--- src/rtl/regfile_write_arbiter.sv ---
// Register-file write-port arbiter: pipeline writeback always wins, long-latency results queue and drain on idle cycles.
// Latency: pipeline 1 cycle, long-latency 2 cycles minimum; luReady drops when the queue is full, stallRequest flags starvation.

module regfile_write_arbiter_fifo #(
   parameter int W     = 37,
   parameter int DEPTH = 2
) (
   input  logic                          clock,
   input  logic                          reset,
   input  logic                          push_vld,
   input  logic [W-1:0]                  push_dat,
   input  logic                          pop_vld,
   output logic [W-1:0]                  head_dat,
   output logic [$clog2(DEPTH):0]        count,
   output logic [DEPTH-1:0]              slot_vld,
   output logic [DEPTH-1:0][W-1:0]       slot_dat
);
   localparam int AW = $clog2(DEPTH);

   logic [DEPTH-1:0][W-1:0] mem;
   logic [AW-1:0]           wr_ptr;
   logic [AW-1:0]           rd_ptr;

   // Callers never push when full nor pop when empty, so the pointers never collide on a
   // simultaneous push/pop.
   always_ff @(posedge clock or posedge reset) begin
      if (reset) begin
         wr_ptr   <= '0;
         rd_ptr   <= '0;
         count    <= '0;
         slot_vld <= '0;
      end else begin
         if (push_vld) begin
            wr_ptr           <= wr_ptr + AW'(1);
            slot_vld[wr_ptr] <= 1'b1;
         end
         if (pop_vld) begin
            rd_ptr           <= rd_ptr + AW'(1);
            slot_vld[rd_ptr] <= 1'b0;
         end
         case ({push_vld, pop_vld})
            2'b10:   count <= count + (AW+1)'(1);
            2'b01:   count <= count - (AW+1)'(1);
            default: count <= count;
         endcase
      end
   end

   always_ff @(posedge clock) begin
      if (push_vld) begin
         mem[wr_ptr] <= push_dat;
      end
   end

   assign head_dat = mem[rd_ptr];
   assign slot_dat = mem;

endmodule

module regfile_write_arbiter #(
   parameter int DEPTH        = 2,
   parameter int STARVE_LIMIT = 4
) (
   input  logic        clock,
   input  logic        reset,
   input  logic        pipeEnable,
   input  logic [4:0]  pipeAddress,
   input  logic [31:0] pipeData,
   input  logic        luValid,
   input  logic [4:0]  luAddress,
   input  logic [31:0] luData,
   output logic        luReady,
   output logic        destinationEnable,
   output logic [4:0]  writeAddress,
   output logic [31:0] writeData,
   output logic [31:0] pendingMask,
   output logic        stallRequest
);
   localparam int AW = $clog2(DEPTH);
   localparam int SW = $clog2(STARVE_LIMIT + 1);
   localparam int EW = 37;
   localparam logic [AW:0]   FULL_CNT   = (AW+1)'(DEPTH);
   localparam logic [SW-1:0] STARVE_MAX = SW'(STARVE_LIMIT);

   typedef struct packed {
      logic [4:0]  addr;
      logic [31:0] data;
   } lu_entry_t;

   logic                     pipe_win;
   logic                     push;
   logic                     pop;
   logic                     fifo_empty;
   logic [AW:0]              fifo_count;
   lu_entry_t                push_entry;
   lu_entry_t                head_entry;
   lu_entry_t                slot_entry;
   logic [DEPTH-1:0]         slot_vld;
   logic [DEPTH-1:0][EW-1:0] slot_dat;
   logic                     out_is_lu;
   logic [SW-1:0]            starve_cnt;
   logic [SW-1:0]            starve_nxt;
   logic [31:0]              mask;

   assign pipe_win   = pipeEnable && (pipeAddress != 5'd0);
   assign luReady    = (fifo_count < FULL_CNT);
   assign fifo_empty = (fifo_count == '0);
   // Writes to r0 still handshake so the long-latency unit never blocks on them.
   assign push       = luValid && luReady && (luAddress != 5'd0);
   assign pop        = !pipe_win && !fifo_empty;
   assign push_entry = '{addr: luAddress, data: luData};

   regfile_write_arbiter_fifo #(
      .W     (EW),
      .DEPTH (DEPTH)
   ) u_fifo (
      .clock    (clock),
      .reset    (reset),
      .push_vld (push),
      .push_dat (push_entry),
      .pop_vld  (pop),
      .head_dat (head_entry),
      .count    (fifo_count),
      .slot_vld (slot_vld),
      .slot_dat (slot_dat)
   );

   always_ff @(posedge clock or posedge reset) begin
      if (reset) begin
         destinationEnable <= 1'b0;
         writeAddress      <= '0;
         writeData         <= '0;
         out_is_lu         <= 1'b0;
      end else if (pipe_win) begin
         destinationEnable <= 1'b1;
         writeAddress      <= pipeAddress;
         writeData         <= pipeData;
         out_is_lu         <= 1'b0;
      end else if (pop) begin
         destinationEnable <= 1'b1;
         writeAddress      <= head_entry.addr;
         writeData         <= head_entry.data;
         out_is_lu         <= 1'b1;
      end else begin
         destinationEnable <= 1'b0;
         out_is_lu         <= 1'b0;
      end
   end

   // A non-empty queue either drains or loses to the pipeline, so the counter
   // measures consecutive losses of the current head.
   always_comb begin
      starve_nxt = starve_cnt;
      if (pop || fifo_empty) begin
         starve_nxt = '0;
      end else if (pipe_win && (starve_cnt != STARVE_MAX)) begin
         starve_nxt = starve_cnt + SW'(1);
      end
   end

   always_ff @(posedge clock or posedge reset) begin
      if (reset) begin
         starve_cnt   <= '0;
         stallRequest <= 1'b0;
      end else begin
         starve_cnt <= starve_nxt;
         if (pop) begin
            stallRequest <= 1'b0;
         end else if (starve_nxt == STARVE_MAX) begin
            stallRequest <= 1'b1;
         end
      end
   end

   always_comb begin
      mask       = '0;
      slot_entry = '0;
      for (int i = 0; i < DEPTH; i++) begin
         slot_entry = slot_dat[i];
         if (slot_vld[i]) begin
            mask[slot_entry.addr] = 1'b1;
         end
      end
      if (destinationEnable && out_is_lu) begin
         mask[writeAddress] = 1'b1;
      end
      mask[0]     = 1'b0;
      pendingMask = mask;
   end

endmodule

--- config.mk ---
export PLATFORM = sky130hd
export DESIGN_NAME = regfile_write_arbiter
export DESIGN_NICKNAME = d
export VERILOG_FILES = /design/src/rtl/regfile_write_arbiter.sv
export SDC_FILE = /design/constraint.sdc
export NUM_CORES = 1
export LEC_CHECK = 0
export ABC_AREA = 1
export BUFFER_PORTS_ARGS = -buffer_cell sky130_fd_sc_hd__buf_2
export CAP_MARGIN = 0
export CELL_PAD_IN_SITES_DETAIL_PLACEMENT = 0
export CELL_PAD_IN_SITES_GLOBAL_PLACEMENT = 1
export CORE_MARGIN = 2
export CORE_UTILIZATION = 43
export CTS_CLUSTER_SIZE = 24
export DETAILED_ROUTE_END_ITERATION = 12
export PLACE_DENSITY_LB_ADDON = 0.1
export SYNTH_ARGS = -nofsm -noshare
export SYNTH_HDL_FRONTEND = slang
export SYNTH_SLANG_ARGS = --single-unit
--- constraint.sdc ---
create_clock -name clock -period 4.49 [get_ports clock]
set_clock_uncertainty 0.1 [all_clocks]
set_input_delay 0.2245 -clock clock [delete_from_list [all_inputs] [get_ports clock]]
set_output_delay 0.2245 -clock clock [all_outputs]
set_load 0.05 [all_outputs]
==> metrics, run 1 <==
Post-synth EDFFs=74; GRT overflow=0; DR iter-0 viols=402; Global Route Usage Sum=22.8%; largest net degree at the start of global routing=69; final antenna-violating net count=0; Mapped Area=5700 sq um; Core Footprint=13100 sq um; initial antenna violation count=0; synth unique cells=33; post-synth top area share=39.0%; Max VDD drop=384 uV; starting density of the core=43.5%; Syn Area/Cell=9.53 sq um; layout cell share with drive strength beyond 1=22.9%; CTS tree=done; Hold-fix buffers, CTS=52; syn nets=679; clk slew on worst S/H paths=0.06 ns; Slew HR=23.3%; crit path kind=reg -> out; CP peak stage delay=0.92 ns; status=finished clean; post-route clock period utilization=59.5%; routed len/inst=15.6 um; ant diodes=0; worst-margin pin slew=1.14 ns; cell accounting for the most synthesized area=edfxtp_1; H-tree Lvls=4; row cnt=42; Post-CTS Setup Repair Bufs=0; crit-path cells=inv_1 -> nor3_1 -> nand2_1 -> nand3_1 -> buf_2; CP Max Fanout=8; Fmax achieved=374 MHz; CTS Buf Count=17; Most used DFF post-synth=edfxtp_1; crit-path leading delay family=simple AND/OR/NAND/NOR gates; CP max stage cell=nor3_1; IO Count=150; Critical Path Source Type=register; Async SR Flop Fraction=39.8%; Worst Path Buf+Inv=2; final-report hold violation count=0; Root Driver=clkbuf_16; Layout area overhead=34.0%; first-pass GRT wire length=24.8 mm; Post-route DRC=0; drt first pass iters=5; pwr/cell area=643 nW/um^2; Die W=119 um; Final HPWL DP=9.93 mm; RSZ-0062 raised after global routing=no; Leak=3.35 nW; Req. time, crit path=4.17 ns; clk sinks=123; Max Cap Violations=0; Clock Path Buffers=2; die area=14200 sq um; setup TNS=0 ns; vias in the first global route=4945; Total Wirelength=15.3 mm; IO buf count=148; Arrival @ worst endpoint=2.35 ns; flops & latches, synth=123; DR vias/cell=5.10; Tmin final=2.67 ns; Total Power=4.91 mW; Worst-Skew Late Latency=0.41 ns; synth top area cells=edfxtp_1, dfrtp_1, nand2_1; Hold WC Path Type=in -> reg; Die Span Y=119 um; routability cong.=0.865; Mapped Cells=598; sequential-to-total area share from yosys stat=60.5%; Final Setup Violations=0; Critical Path Sink Type=output pin; post_cts resized=0; fin. max-slew vios=0; Ys Warns=0; vias=5024; Final #Nets=879
-- where the power goes --
part	switching, mW	internal (mW)	total [mW]
sequential	0.161	1.53	1.69
clock	0.464	0.918	1.38
combinational	1.41	0.431	1.84
total	2.03	2.88	4.91
-- path summary, 6_finish.rpt --
kind	end	startpoint	cells past startpoint	slack (ns)
hold / removal	writeData[23]	pipeData[23]	3	0.008
max in group asynchronous	writeData[17]	reset	4	3.38
setup / recovery	pendingMask[27]	u_fifo.slot_dat[70]	5	1.82
setup reg to reg	u_fifo.slot_dat[71]	u_fifo.count[1]	3	2.38
min in group asynchronous	writeData[8]	reset	4	0.46
hold reg to reg	writeData[18]	writeData[18]	2	0.38
-- metal layers --
| layer | GRT usage (%) | up-vias | part of all wire, % |
|---|---|---|---|
| met5 | 0 | - | 0 |
| met4 | 6.92 | 0 | 1.0 |
| met3 | 5.46 | 17 | 6.0 |
| met2 | 36.9 | 173 | 48 |
| met1 | 30.5 | 2390 | 45 |
| li1 | - | 2444 | - |
-- cells in the final DEF (no fill, tap or decap), types with 14 or more instances in the layout --
master and n:
dfrtp_1 49, o21ai_0 34, buf_2 148, inv_1 48, nand2_1 198, dlygate4sd3_1 52, nand3_1 64, o21ai_1 19
nor3_1 32, edfxtp_1 74, clkbuf_16 17, o221ai_1 14
-- stage by stage --
| step | setup WS [ns] | cells | area (sq um) | util (%) | hold WS (ns) |
|---|---|---|---|---|---|
| 2_1_floorplan | 1.41 | 598 | 5700 | - | 0.223 |
| 3_3_place_gp | 1.84 | 903 | 6530 | 49.9 | 0.314 |
| 3_5_place_dp | 1.78 | 903 | 6530 | 49.9 | 0.317 |
| 4_1_cts | 1.79 | 985 | 7640 | 58.4 | 0.00166 |
| 5_1_grt | 1.63 | 985 | 7640 | 58.4 | 0.00592 |
| 6_report | 1.82 | 985 | 7640 | 58.4 | 0.00817 |
-- sequential cells by signal, summed over array words and instances (netlist names) --
| signal | cells |
|---|---|
| u_fifo.slot_dat | 74 |
| writeData | 32 |
| writeAddress | 5 |
| starve_cnt | 3 |
| u_fifo.count | 2 |
| u_fifo.slot_vld | 2 |
| destinationEnable | 1 |
| out_is_lu | 1 |
| stallRequest | 1 |
| u_fifo.rd_ptr | 1 |
| u_fifo.wr_ptr | 1 |
-- final cells by class --
| cell class | count | area [sq um] |
|---|---|---|
| repair buffers | 203 | 1280 |
| inverters | 53 | 201 |
| clock buffers | 21 | 440 |
| multi-input cells | 400 | 1890 |
| flip-flops and latches | 123 | 3450 |
| clock inverters | 9 | 149 |
| fillers | 1163 | 5450 |
| well taps | 176 | 220 |
-- cells in the mapped netlist (3+ instances only) --
cell	count
nand2_1	198
edfxtp_1	74
nand3_1	64
inv_1	50
dfrtp_1	49
o21ai_0	34
nor3_1	32
o21ai_1	19
o221ai_1	14
nor2_1	10
o211ai_1	10
buf_2	8
buf_4	5
clkbuf_1	4
buf_6	3
ha_1	3
nand4_1	3
-- cells by family (layout without fill, tap and decap cells) --
logic type	Yosys count	in the layout	synth area share (%)
other	1	1	0.0658
xor gates and xnor gates	3	3	0.461
buffers and inverters	75	286	6.37
AOI/OAI and AO/OA	80	80	8.50
and+or+nand+nor	312	312	23.3
DFF	123	123	60.5
muxes	1	1	0.176
adders and majority gates	3	3	0.659
-- tightest hold or removal path, stage by stage --
cell and delay [ns]:
buf_2 0.08, o21ai_0 0.07, o21ai_1 0.11
Power figures use the tool's default switching activity.
==> run 2: changes to the inputs <==
CORE_UTILIZATION = 40   (was 43)
clock period = 2.77 ns   (was 4.49 ns; I/O delays follow)
==> metrics, run 2 (same netlist as run 1, synthesis figures left out) <==
Total Wirelength=16.0 mm (+4.1%); DP Area=6610 sq um (+1.3%); final-report hold violation count=0 (unchanged); setup TNS=0 ns (unchanged); routability cong.=0.861 (-0.39%); post-route clock period utilization=84.0%; CP peak stage delay=0.53 ns (-0.39 ns); Sequential Area=3450 sq um (about the same); Global Route Usage Sum=22.1% (-0.68 points); final antenna-violating net count=0 (unchanged); Root Driver=clkbuf_16; CP max stage cell=dlygate4sd3_1; area of the multi-input gates=1890 sq um (unchanged); vias in the first global route=5012 (+1.4%); first-pass GRT wire length=25.3 mm (+1.8%); crit-path cells=dlygate4sd3_1 -> buf_2 -> nor2_1 -> nand3_2 -> nand2_4 -> nand2_1 -> inv_2 -> ha_1 -> a21oi_1 -> o21ai_0 -> xor2_1; Total Power=8.07 mW (+64%); Req. time, crit path=2.96 ns (-1.21 ns); fin. max-slew vios=0 (unchanged); clk sinks=123 (unchanged); ant diodes=0 (unchanged); Final #Nets=911 (+3.6%); Critical Path Source Type=primary input; clk slew on worst S/H paths=0.06 ns (about the same); Fillers=1244 (+7.0%); layout cell share with drive strength beyond 1=24.2% (+1.3 points); Max VDD drop=493 uV (+28%); CP Max Fanout=26 (+18); CTS Buf Count=17 (unchanged); CTS tree=done; H-tree Lvls=4 (unchanged); Core Footprint=13900 sq um (+6.1%); Leak=3.52 nW (+4.9%); Post-route DRC=0 (unchanged); DR iter-0 viols=383 (-4.7%); Tmin final=2.33 ns; Max Cap Violations=0 (unchanged); pwr/cell area=1010 nW/um^2 (+57%); commonest non-fill, non-tap cell in the layout=nand2_1; Critical Path Sink Type=register; worst-margin pin slew=0.899 ns (-0.243 ns); IO Count=150 (unchanged); GRT overflow=0 (unchanged); Die Span Y=123 um (+3.6%); largest net degree at the start of global routing=56 (-19%); commonest non-fill, non-tap cells in the layout=nand2_1, buf_2, dlygate4sd3_1, edfxtp_1, nand3_1; crit path kind=in -> reg; Arrival @ worst endpoint=2.52 ns (+0.17 ns); row cnt=43 (+2.4%); RSZ-0062 raised after global routing=no; routed len/inst=15.6 um (+0.20%); IO buf count=148 (unchanged); Min Hold Slack=0.0333 ns (+0.0251 ns); Slew HR=40.0% (+17 points); Die W=123 um (+3.6%); Clock Path Buffers=2 (unchanged); die area=15200 sq um (+7.2%); drt first pass iters=5 (unchanged); post_cts resized=0 (unchanged); vias=5108 (+1.7%); max reg flops=74 (unchanged); DR vias/cell=4.99 (-2.1%); initial antenna violation count=0 (unchanged); Final HPWL DP=10.9 mm (+9.6%); Worst-Skew Late Latency=0.42 ns (about the same); Hold-fix buffers, CTS=75 (+44%); status=finished clean; Final Setup Violations=0 (unchanged); design area=7970 sq um (+4.4%); starting density of the core=41.0% (-2.5 points); Hold WC Path Type=in -> reg; Layout area overhead=39.9%; Fmax achieved=430 MHz; Post-CTS Setup Repair Bufs=0 (unchanged)
[run 2: cell types whose count changed in the layout (fill, tap and decap cells not counted), sizes merged]
cell | previous run | this run
inv | 51 | 54
clkinvlp | 1 | 2
clkbuf | 21 | 18
buf | 151 | 160
bufinv | 4 | 3
dlygate4sd3 | 52 | 75
clkinv | 6 | 8
[run 2: through the flow]
stage | util, % | cells | setup slack, ns
final | 57.4 | 1023 | 0.443
after detailed placement | 47.6 | 916 | 0.613
after floorplan | - | 598 | 0.299
after global routing | 57.4 | 1023 | 0.215
after CTS | 57.4 | 1023 | 0.451
after global placement | 47.6 | 916 | 0.638
[run 2: power breakdown]
group	total (mW)	internal (mW)	leakage (nW)	switching (mW)
Sequential	2.79	2.48	1.26	0.316
Combinational	3.02	0.751	1.96	2.27
Clock	2.26	1.44	0.296	0.822
Total	8.07	4.67	3.52	3.40
[run 2: critical path: cells and delay by family]
family / cells / cell delay [ns]
xor+xnor: 1 / 0.15
compound gates: 2 / 0.23
buf+inv: 3 / 0.83
simple gates: 4 / 0.87
fa+ha+maj: 1 / 0.28
[run 2: per-layer routing]
layer	global-route usage, %	vias up	wire length [um]
li1	-	2512	-
met1	29.7	2371	7280
met2	34.9	199	7340
met3	4.98	26	1050
met4	8.45	0	293
met5	0	-	0
[run 2: area by class of cell]
cell class	count	area share, %
sequential	123	43.3
multi-input combinational	400	23.8
timing repair buffer	235	20.0
clock buffer	18	5.51
tap	180	2.82
inverter	53	2.53
clock inverter	14	2.12
[run 2: final timing paths]
path	slack, ns	startpoint	cells past startpoint	end
setup / recovery	0.44	pipeAddress[0]	11	u_fifo.count[1]
hold / removal	0.03	pipeAddress[1]	5	writeAddress[1]
setup reg to reg	0.83	u_fifo.count[1]	8	u_fifo.count[1]
hold reg to reg	0.38	writeData[12]	2	writeData[12]
max in group asynchronous	1.70	reset	4	writeData[23]
min in group asynchronous	0.21	reset	3	writeData[12]
